### src/rtl/riscv_pkg.sv
// Shared RV32I core definitions: NOP encoding, default reset PC,
// and the IF/ID pipeline bundle.
package riscv_pkg;

  localparam logic [31:0] NOP_INST         = 32'h0000_0013;
  localparam logic [31:0] RESET_PC_DEFAULT = 32'h0000_0000;

  typedef struct packed {
    logic [31:0] pc;
    logic [31:0] pc_four;
    logic [31:0] inst;
    logic        valid;
    logic        misalign;
  } if_id_t;

endpackage

### src/rtl/if_stage_if.sv
// Instruction-memory fetch bus.
// master: fetch address out, instruction word in (combinational memory).
interface if_stage_if;

  logic [31:0] o_addr_inst;
  logic [31:0] i_inst;

  modport master (
    output o_addr_inst,
    input  i_inst
  );

  modport slave (
    input  o_addr_inst,
    output i_inst
  );

endinterface

### src/rtl/if_id_reg.sv
// IF/ID pipeline register.
// Priority: reset > flush > stall > load; flush/reset insert NOP_INST.
module if_id_reg
  import riscv_pkg::*;
#(
  parameter logic [31:0] NOP_INST = riscv_pkg::NOP_INST
) (
  input  logic   i_clk,
  input  logic   i_reset,
  input  logic   i_flush,
  input  logic   i_stall,
  input  if_id_t i_d,
  output if_id_t o_q
);

  if_id_t r_q;

  always_ff @(posedge i_clk) begin
    if (i_reset || i_flush) begin
      r_q.pc       <= 32'h0;
      r_q.pc_four  <= 32'h4;
      r_q.inst     <= NOP_INST;
      r_q.valid    <= 1'b0;
      r_q.misalign <= 1'b0;
    end else if (!i_stall) begin
      r_q <= i_d;
    end
  end

  assign o_q = r_q;

endmodule

### src/rtl/if_stage.sv
// Instruction-fetch stage: PC register, next-PC select, IF/ID register.
// Ports: clk/reset, stall/flush/redirect controls, imem bus, IF/ID outputs.
module if_stage
  import riscv_pkg::*;
#(
  parameter logic [31:0] RESET_PC = RESET_PC_DEFAULT,
  parameter logic [31:0] NOP_INST = riscv_pkg::NOP_INST
) (
  input  logic        i_clk,
  input  logic        i_reset,
  input  logic        i_stall,
  input  logic        i_flush,
  input  logic        i_redirect_en,
  input  logic [31:0] i_redirect_pc,
  if_stage_if.master  imem,
  output logic [31:0] o_id_pc,
  output logic [31:0] o_id_pc_four,
  output logic [31:0] o_id_inst,
  output logic        o_id_valid,
  output logic        o_id_misalign
);

  logic [31:0] r_pc;
  logic        r_mis_pend;
  logic [31:0] w_pc_four;
  logic        w_flush;
  if_id_t      w_d;
  if_id_t      w_q;

  assign w_pc_four = r_pc + 32'd4;

  // Redirect makes the word being fetched wrong-path.
  assign w_flush = i_flush | i_redirect_en;

  always_ff @(posedge i_clk) begin
    if (i_reset) begin
      r_pc <= RESET_PC;
    end else if (i_redirect_en) begin
      r_pc <= {i_redirect_pc[31:2], 2'b00};
    end else if (!i_stall) begin
      r_pc <= w_pc_four;
    end
  end

  // Misalign flag rides with the first fetch from a redirected PC.
  always_ff @(posedge i_clk) begin
    if (i_reset) begin
      r_mis_pend <= 1'b0;
    end else if (i_redirect_en) begin
      r_mis_pend <= |i_redirect_pc[1:0];
    end else if (i_flush) begin
      r_mis_pend <= 1'b0;
    end else if (!i_stall) begin
      r_mis_pend <= 1'b0;
    end
  end

  always_comb begin
    w_d          = '0;
    w_d.pc       = r_pc;
    w_d.pc_four  = w_pc_four;
    w_d.inst     = imem.i_inst;
    w_d.valid    = 1'b1;
    w_d.misalign = r_mis_pend;
  end

  if_id_reg #(
    .NOP_INST(NOP_INST)
  ) u_if_id (
    .i_clk  (i_clk),
    .i_reset(i_reset),
    .i_flush(w_flush),
    .i_stall(i_stall),
    .i_d    (w_d),
    .o_q    (w_q)
  );

  assign imem.o_addr_inst = r_pc;
  assign o_id_pc          = w_q.pc;
  assign o_id_pc_four     = w_q.pc_four;
  assign o_id_inst        = w_q.inst;
  assign o_id_valid       = w_q.valid;
  assign o_id_misalign    = w_q.misalign;

endmodule

### src/flat_wrapper.sv
// flat-port wrapper written by rule: the top's interface ports become plain ports
module if_stage_flat import riscv_pkg::*;
#(
  parameter logic [31:0] RESET_PC = RESET_PC_DEFAULT,
  parameter logic [31:0] NOP_INST = riscv_pkg::NOP_INST
)
  (i_clk, i_reset, i_stall, i_flush, i_redirect_en, i_redirect_pc, o_id_pc, o_id_pc_four, o_id_inst, o_id_valid, o_id_misalign, imem_o_addr_inst, imem_i_inst);
  if_stage_if imem_i ();
  input  logic i_clk;
  input  logic i_reset;
  input  logic i_stall;
  input  logic i_flush;
  input  logic i_redirect_en;
  input  logic [31:0] i_redirect_pc;
  output logic [31:0] o_id_pc;
  output logic [31:0] o_id_pc_four;
  output logic [31:0] o_id_inst;
  output logic o_id_valid;
  output logic o_id_misalign;
  output wire logic [$bits(imem_i.o_addr_inst)-1:0] imem_o_addr_inst;
  input wire logic [$bits(imem_i.i_inst)-1:0] imem_i_inst;
  assign imem_o_addr_inst = imem_i.o_addr_inst;
  assign imem_i.i_inst = imem_i_inst;
  if_stage #(.RESET_PC(RESET_PC), .NOP_INST(NOP_INST)) u_core (.i_clk(i_clk), .i_reset(i_reset), .i_stall(i_stall), .i_flush(i_flush), .i_redirect_en(i_redirect_en), .i_redirect_pc(i_redirect_pc), .imem(imem_i), .o_id_pc(o_id_pc), .o_id_pc_four(o_id_pc_four), .o_id_inst(o_id_inst), .o_id_valid(o_id_valid), .o_id_misalign(o_id_misalign));
endmodule
### config.mk
export PLATFORM = sky130hd
export DESIGN_NAME = if_stage_flat
export DESIGN_NICKNAME = d
export VERILOG_FILES = /design/src/rtl/riscv_pkg.sv /design/src/rtl/if_stage_if.sv /design/src/rtl/if_id_reg.sv /design/src/rtl/if_stage.sv /design/src/flat_wrapper.sv
export SDC_FILE = /design/constraint.sdc
export NUM_CORES = 1
export LEC_CHECK = 0
export BUFFER_PORTS_ARGS = -buffer_cell sky130_fd_sc_hd__buf_2
export CELL_PAD_IN_SITES_DETAIL_PLACEMENT = 0
export CELL_PAD_IN_SITES_GLOBAL_PLACEMENT = 1
export CORE_ASPECT_RATIO = 2
export CORE_MARGIN = 1.5
export CORE_UTILIZATION = 40
export CTS_CLUSTER_DIAMETER = 100
export DETAILED_ROUTE_END_ITERATION = 16
export PLACE_DENSITY = 0.95
export SLEW_MARGIN = 20
export SYNTH_ARGS = -nofsm -noshare
export SYNTH_HDL_FRONTEND = slang
export SYNTH_HIERARCHICAL = 1
export SYNTH_SLANG_ARGS = --single-unit
### constraint.sdc
create_clock -name i_clk -period 3.74 [get_ports i_clk]
set_input_delay 0.374 -clock i_clk [delete_from_list [all_inputs] [get_ports i_clk]]
set_output_delay 0.374 -clock i_clk [all_outputs]
set_load 0.005 [all_outputs]
==> qor.txt <==
Syn. warnings = 6
Fmax = 0.3838 GHz
Primary FF master, synth = dfxtp_1
die width = 88.37 µm
reg-to-reg endpoint = u_core/imem.o_addr_inst[26]$_SDFFE_PP0P_
fraction of layout cells with a size suffix above 1 = 31.33%
Hold WS = 0.1733 ns
Longest Clk Path Bufs = 2
worst hold path type = primary input to flop
GRT overflow = 0
Worst-Margin Slew = 0.8549 ns
Cell Area, Synth = 5831 µm²
Synth area leader = dfxtp_1
Mean Syn Cell Area = 9.329 µm²
Mapped Cells = 625
max-capacitance violation count = 0
Post-synth EDFFs = 0
DIE AREA = 15,350 µm²
Slew Limit Fails = 0
CTS Sinks = 129
CTS clock-pin slew for the worst setup and hold paths = 0.06 ns
Area Overhead vs Synth = 27.64%
Die Y = 173.7 µm
Final Cell Area = 7442 µm²
Worst Path Required = 4.06 ns
CTS buffer count = 17
critical register-to-register path startpoint = u_core/imem.o_addr_inst[10]$_SDFFE_PP0P_
Clock Skew = 0.01030 ns
final hold violation count = 0
Vias/cell = 5.117
WP data arrival = 2.93 ns
vias in the first global route = 4,862
CTS tree = done
Async S/R FF share, synth = 0%
initial DRC count = 317
Nets = 871
clock root cell = clkbuf_16
# DRC = 0
RSZ-0062 raised after global routing = false
Setup crit end = u_core/imem.o_addr_inst[26]$_SDFFE_PP0P_
Ports = 199
Routed WL = 16,170 µm
Resized Gates After CTS = 0
Pleak = 0.003434 µW
Final Setup Violations = 0
Initial Utilization = 40.85%
worst-skew pair later-pin latency = 0.42 ns
CORE AREA = 14,270 µm²
count leader, synth = dfxtp_1
Critical path origin = u_core/imem.o_addr_inst[10]$_SDFFE_PP0P_
Detailed Place HPWL = 11,400 µm
Placed Cells = 973
period utilisation layout = 69.67%
Inserted Diodes = 0
Slew headroom = 43.01%
initial antenna violation count = 0
R2R depth = 4
Critical Setup Path Class = flop to flop
Synth top area share = 44.29%
largest cells by area after synthesis = dfxtp_1, mux2i_1, nor2_1, xnor2_1, xor2_1
Seq/Total Area, Yosys = 44.29%
Synth cell types = 49
Post-CTS Setup Inserts = 0
Port Buffers = 196
num rows = 62
depth of the CTS H-tree = 4
Final GP Congestion = 0.8209
critical path endpoint category = flop
total power = 3431 µW
fin cells = 1,006
TNS Setup = 0 ns
Final min period = 2.606 ns
Final ANT Viol Nets = 0
DR WL/cell = 16.07 µm
peak supply drop = 0.3439 mV
status = completed
GRT Overall Usage = 21.56%
power per cell area = 461.0 nW/µm²
Worst setup SP type = flop
Commonest cells post-synth = dfxtp_1, nor2_1, mux2i_1
router iterations before antenna repair = 4
hold buffers post-CTS = 0
#FFs+latches synth = 129
largest net degree at the start of global routing = 95
Post-Place Cell Area = 6825 µm²
crit path max fanout = 20
via count = 5,148
reg-to-reg setup timing slack = 1.13 ns
first-pass GRT wire length = 25,320 µm
-- flip-flops by register name (all words and copies together) (netlist names) --
signal	flops
u_core/imem.o_addr_inst	30
u_core/r_mis_pend	1
u_core/u_if_id/o_q	98
-- worst min path at each step --
stage	startpoint	to	cells past startpoint
after floorplan	u_core/r_mis_pend$_SDFFE_PP0P_	u_core/u_if_id/o_q[0]$_SDFFE_PP0N_	2
after global placement	u_core/u_if_id/o_q[3]$_SDFFE_PP1N_	u_core/u_if_id/o_q[3]$_SDFFE_PP1N_	2
after detailed placement	u_core/u_if_id/o_q[36]$_SDFFE_PP1N_	u_core/u_if_id/o_q[36]$_SDFFE_PP1N_	2
after CTS	imem_i_inst[1]	u_core/u_if_id/o_q[3]$_SDFFE_PP1N_	3
after global routing	imem_i_inst[1]	u_core/u_if_id/o_q[3]$_SDFFE_PP1N_	3
final	imem_i_inst[4]	u_core/u_if_id/o_q[6]$_SDFFE_PP1N_	3
-- logic make-up (layout without fill, tap and decap cells) --
kind of cell / count (synthesis) / after routing / share of synthesized area (%)
other: 2 / 7 / 0.1288
AOI/OAI and AO/OA: 56 / 56 / 7.103
adders and majority gates: 1 / 1 / 0.2146
DFF: 129 / 129 / 44.29
xor gates and xnor gates: 37 / 37 / 5.558
and+or+nand+nor: 237 / 237 / 19.74
muxes: 99 / 99 / 17.00
buffers and inverters: 64 / 248 / 5.966
-- layout by cell type (no fill, tap or decap), types with 13 or more instances in the layout --
master / n
mux2i_1: 99
inv_1: 13
xor2_1: 16
buf_2: 195
nor3_1: 13
nor2_1: 124
a311oi_1: 13
dfxtp_1: 129
nand2_1: 18
clkbuf_16: 17
xnor2_1: 21
-- stage by stage --
| step | setup WS, ns | utilization [%] |
|---|---|---|
| final | 1.134 | 52.14 |
| after CTS | 1.168 | 52.00 |
| after floorplan | 1.745 | - |
| after detailed placement | 1.212 | 47.82 |
| after global placement | 1.277 | 47.82 |
| after global routing | 0.8765 | 52.14 |
-- worst max-delay path: stages (launching register included) --
cell,delay [ns]
dfxtp_1,0.54
and4_1,0.38
nand4_1,0.60
or4_1,0.70
a311oi_1,0.27
-- routing by layer --
layer | wire [µm] | GRT usage, % | part of all wire, % | up-vias
li1 | - | - | - | 2519
met1 | 6162 | 23.41 | 38 | 2430
met2 | 8684 | 37.85 | 54 | 167
met3 | 731 | 4.429 | 4.5 | 32
met4 | 589 | 11.59 | 3.6 | 0
met5 | 0 | 0 | 0 | -
-- area by class of cell --
class / instances / area, µm²
sequential: 129 / 2582
inverter: 13 / 48.80
clock buffer: 20 / 466.7
timing repair buffer: 203 / 1052
tap: 192 / 240.2
clock inverter: 12 / 130.1
multi-input combinational: 437 / 2922
fill: 1414 / 6832
-- power by group --
part	internal, µW	switching [µW]	leakage [µW]
combinational	139	149	0.00209
sequential	1410	59.2	0.00105
clock	1030	635	0.000293
total	2590	843	0.00343
Note: power is estimated with default switching activity, not from simulation.
